--- src/rtl/aoi_pipe.sv ---
// Selectable AND/OR/invert function on three operands, carried through a
// STAGES-deep valid/ready pipeline with per-beat popcount and a delivered-beat counter.
module aoi_pipe #(
    parameter int WIDTH  = 8,
    parameter int STAGES = 2,
    parameter int CNT_W  = 16,
    localparam int OW    = $clog2(WIDTH + 1)
) (
    input  logic             clk,
    input  logic             rst,
    input  logic             in_valid,
    output logic             in_ready,
    input  logic [WIDTH-1:0] in_a,
    input  logic [WIDTH-1:0] in_b,
    input  logic [WIDTH-1:0] in_c,
    input  logic [1:0]       in_op,
    output logic             out_valid,
    input  logic             out_ready,
    output logic [WIDTH-1:0] out_q,
    output logic [OW-1:0]    out_ones,
    output logic [CNT_W-1:0] beat_cnt
);

    logic [STAGES-1:0] vld;
    logic [STAGES-1:0] adv;
    logic [WIDTH-1:0]  data_q [STAGES];
    logic [OW-1:0]     ones_q [STAGES];
    logic [WIDTH-1:0]  fn_q;

    function automatic logic [OW-1:0] popcnt(input logic [WIDTH-1:0] v);
        logic [OW-1:0] n;
        n = '0;
        for (int i = 0; i < WIDTH; i++) begin
            n = n + OW'(v[i]);
        end
        return n;
    endfunction

    always_comb begin
        fn_q = '0;
        case (in_op)
            2'd0: fn_q = ~((in_a & in_b) | in_c);
            2'd1: fn_q = ~((in_a | in_b) & in_c);
            2'd2: fn_q = (in_a & in_b) | in_c;
            2'd3: fn_q = (in_a | in_b) & in_c;
            default: fn_q = '0;
        endcase
    end

    // Ready ripples from the output back to the input, one stage at a time.
    always_comb begin
        logic rdy;
        adv = '0;
        rdy = out_ready;
        for (int k = STAGES - 1; k >= 0; k--) begin
            adv[k] = vld[k] & rdy;
            rdy    = ~vld[k] | adv[k];
        end
        in_ready = rdy;
    end

    always_ff @(posedge clk or posedge rst) begin
        if (rst) begin
            vld      <= '0;
            beat_cnt <= '0;
            for (int k = 0; k < STAGES; k++) begin
                data_q[k] <= '0;
                ones_q[k] <= '0;
            end
        end else begin
            if (~vld[0] | adv[0]) begin
                vld[0] <= in_valid;
                if (in_valid) begin
                    data_q[0] <= fn_q;
                    ones_q[0] <= popcnt(fn_q);
                end
            end
            // A stage refills whenever it is empty or draining, so bubbles collapse.
            for (int k = 1; k < STAGES; k++) begin
                if (~vld[k] | adv[k]) begin
                    vld[k] <= vld[k-1];
                    if (vld[k-1]) begin
                        data_q[k] <= data_q[k-1];
                        ones_q[k] <= ones_q[k-1];
                    end
                end
            end
            if (adv[STAGES-1]) begin
                beat_cnt <= beat_cnt + CNT_W'(1);
            end
        end
    end

    assign out_valid = vld[STAGES-1];
    assign out_q     = data_q[STAGES-1];
    assign out_ones  = ones_q[STAGES-1];

endmodule

--- config.mk ---
export PLATFORM = sky130hd
export DESIGN_NAME = aoi_pipe
export DESIGN_NICKNAME = d
export VERILOG_FILES = /design/src/rtl/aoi_pipe.sv
export SDC_FILE = /design/constraint.sdc
export NUM_CORES = 1
export LEC_CHECK = 0
export BUFFER_PORTS_ARGS = -buffer_cell sky130_fd_sc_hd__buf_4
export CAP_MARGIN = 10
export CORE_AREA = 2 2 97 80
export CTS_CLUSTER_DIAMETER = 120
export DETAILED_ROUTE_END_ITERATION = 10
export DIE_AREA = 0 0 99 82
export HOLD_SLACK_MARGIN = 0.08
export MAX_ROUTING_LAYER = met4
export PLACE_DENSITY_LB_ADDON = 0.12
export SETUP_SLACK_MARGIN = 0.5
export SYNTH_ARGS = -nofsm -noshare
export SYNTH_HDL_FRONTEND = slang
export SYNTH_SLANG_ARGS = --single-unit
--- constraint.sdc ---
create_clock -name clk -period 1.55 [get_ports clk]
set_input_delay 0.0775 -clock clk [delete_from_list [all_inputs] [get_ports clk]]
set_output_delay 0.0775 -clock clk [all_outputs]
set_load 0.02 [all_outputs]
==> metrics <==
Pleak 0.00162 uW; initial antenna violation count 0; Chip Width 99 um; proportion of synthesized area in mux cells 0.0910; post-synthesis xor/xnor area fraction 0.0999; clock sinks 42; Yosys top cell area share 0.499; synth cell count leaders dfrtp_1, nand2_1, a21oi_1, o21ai_0; clock latency on the worst-skew pair 0.30 ns; Cell Int Power 3240 uW; P&R area growth vs syn 64.1%; count leader, synth dfrtp_1; Ant. Diodes 0; met2 Use GR 0.184; simple-gate share of the synthesized area 0.0981; Iter 0 DRT Violations 32; status complete, but fails checks; Req. time, crit path 1.73 ns; global-route met1 utilization 0.176; H-tree depth 2; vias 1,609; Worst Max-Slew Pin Slew about 0.38 ns; grt ovf 0; boundary pin count 60; post-synthesis cell type count 27; Flop pwr share 0.338; Syn Inst Count 190; Final min period approximately 2.7 ns; sw frac 0.326; Seq/Total Area, Yosys 0.499; Mean Syn Cell Area around 11 um^2; Mapped Nets around 230; final hold violations 0; Residual DRC 0; layout cell share with drive strength beyond 1 0.662; clock skew 0.0141 ns; Comb pwr share 0.444; Max Root-Sink Buffers 2; dominant synthesized flop cell dfrtp_1; R2R setup slack roughly 0.27 ns; DRT Pass-1 Iters 4; post-DP HPWL between 3 and 4 mm; Slew Viols, Final 0; die span in y 82 um; ys async rst share 1.00; Yosys warnings 0; antenna-violating nets left 0; CTS tree done; fin crit share 1.75; GPL Wtd Cong roughly 0.70; Post-synth EDFFs 0; largest family of logic cells by synthesized area XOR/XNOR gates; Hold WC Path Type in2reg; routed len/inst 13.0 um; final setup vio count 4; Worst Path Arrival 2.89 ns; CP Capture Type flip-flop; Vias per Instance 4.37; CTS buffer count 5; Setup CP Type in2reg; Power per Cell Area 1390 mW/mm^2; #FFs+latches synth 42; Worst setup SP type primary input; hold slack around 0.18 ns; GR peak layer met2; first-pass GRT wire length 7.84 mm; routed wire length 4.79 mm; vias in the first global route 1,632; Synth area leader dfrtp_1; Psw 1570 uW; RSZ-0062 raised after global routing yes; core utilization of the finished layout 0.481; total power 4810 uW; largest net degree at the start of global routing 43; Max-Cap Viols 0; die area approximately 0.008 mm^2; final setup margin -1.16 ns; Worst slew margin 0.745; Clk network pwr share 0.218; row cnt 28; maximum resistive drop on vdd 0.589 mV; Initial Util 0.293; Max FO, Critical Path 2; failing checks negative setup slack; overall global routing resource usage 0.129; Reg clk slew, reported paths roughly 0.080 ns; Synth Cell Area 0.00210 mm^2; IO buf count 59; M3 GR Usage 0.0366; Synth area leaders dfrtp_1, mux2_2, xnor2_1; achievable frequency about 370 MHz; compound-gate portion of the synthesized area 0.0797; CTS root buf clkbuf_8; Core ar. between 0.007 and 0.008 mm^2; post-synthesis adder-cell area fraction 0.0618; nets 315
==> placed cells by master, fill, tap and decap left out, types with 2 or more instances in the layout <==
cell / netlist / layout
nand2_1: 19 / 7
fa_1: 4 / 3
clkbuf_8: 0 / 5
nor3_4: 1 / 2
o21ai_1: 0 / 6
xor2_1: 9 / 6
nand2b_1: 3 / 2
xor2_2: 0 / 3
dfrtp_1: 42 / 30
dlygate4sd3_1: 0 / 2
o21ai_2: 0 / 3
nand3_2: 0 / 5
buf_4: 12 / 59
mux2_4: 0 / 16
xnor2_1: 15 / 11
nand3_4: 0 / 2
nand2_4: 0 / 2
nand4_1: 2 / 2
ha_1: 4 / 2
a21oi_1: 16 / 10
buf_6: 0 / 34
nand2_2: 1 / 10
nand2_8: 0 / 2
xnor2_2: 0 / 4
inv_2: 0 / 5
dfrtp_2: 0 / 12
o21ai_0: 16 / 7
ha_4: 0 / 2
bufinv_16: 0 / 2
a21oi_2: 0 / 6
inv_1: 9 / 3
nor2_4: 0 / 2
==> critical path: stages <==
cell,delay [ns]
buf_6,0.10
o21ai_2,0.13
a21oi_2,0.08
xor2_2,0.16
fa_1,0.55
inv_2,0.04
fa_1,0.48
inv_2,0.04
fa_1,0.44
inv_2,0.08
ha_4,0.13
inv_2,0.03
fa_2,0.51
o21ai_1,0.05
==> path summary, 6_finish.rpt <==
kind,startpoint,depth (start not counted),to
worst min register to register,ones_q[5]$_DFFE_PP0P_,2,ones_q[5]$_DFFE_PP0P_
worst min-delay path,out_ready,4,beat_cnt[2]$_DFFE_PP0P_
min in group asynchronous,rst,4,beat_cnt[15]$_DFFE_PP0P_
max in group asynchronous,rst,4,beat_cnt[6]$_DFFE_PP0P_
worst max-delay path,in_b[1],14,ones_q[5]$_DFFE_PP0P_
worst max register to register,vld[1]$_DFFE_PP0P_,6,beat_cnt[11]$_DFFE_PP0P_
==> flip-flops by register name, indices dropped and copies added (netlist names) <==
register / flops
out_ones: 4
out_q: 8
ones_q: 4
vld: 2
beat_cnt: 16
data_q: 8
==> through the flow <==
step / setup slack, ns / cells / cell area [um^2] / TNS (ns)
after global placement: -1.48 / 330 / 2780 / -5.47
after global routing: -1.25 / 368 / 3450 / -4.50
after detailed placement: -1.52 / 330 / 2780 / -5.60
final: -1.16 / 368 / 3450 / -4.12
after CTS: -1.14 / 358 / 3250 / -4.05
after floorplan: -1.31 / 190 / 2310 / -4.75
==> cell type report <==
class | instances | area, um^2
Clock buffer | 5 | 68.8
Clock inverter | 3 | 68.8
Fill cell | 678 | 3730
Inverter | 9 | 37.5
Multi-Input combinational cell | 123 | 1230
Sequential cell | 42 | 1070
Tap cell | 90 | 113
Timing Repair Buffer | 96 | 866
==> cells by family (layout without fill, tap and decap cells) <==
kind of cell	Yosys count	count (layout)
xor gates and xnor gates	24	24
AOI/OAI and AO/OA	33	33
buffers and inverters	26	113
DFF	42	42
and+or+nand+nor	40	41
muxes	17	17
adders and majority gates	8	8
==> power groups by stage <==
stage | Clock [uW] | Sequential, uW | Combinational [uW]
floorplan | 0 | 1700 | 1150
global placement | 0 | 1670 | 1580
detailed placement | 0 | 1670 | 1610
CTS | 1080 | 1620 | 1920
global route | 1140 | 1670 | 2320
finish | 1050 | 1630 | 2140
==> what timing repair did <==
action,CTS,global route
hold endpoints to repair,43,0
setup buffers,16,10
cloned,2,0
pin swaps,25,14
gates resized for setup,46,33
setup endpoints to repair,38,46
hold buffers,2,0
==> per-layer routing <==
metal,up-vias,part of all wire
met2,44,0.44
met4,0,0.011
met3,2,0.052
met1,761,0.49
li1,802,-
met5,-,0
(Power assumes the default switching activity.)
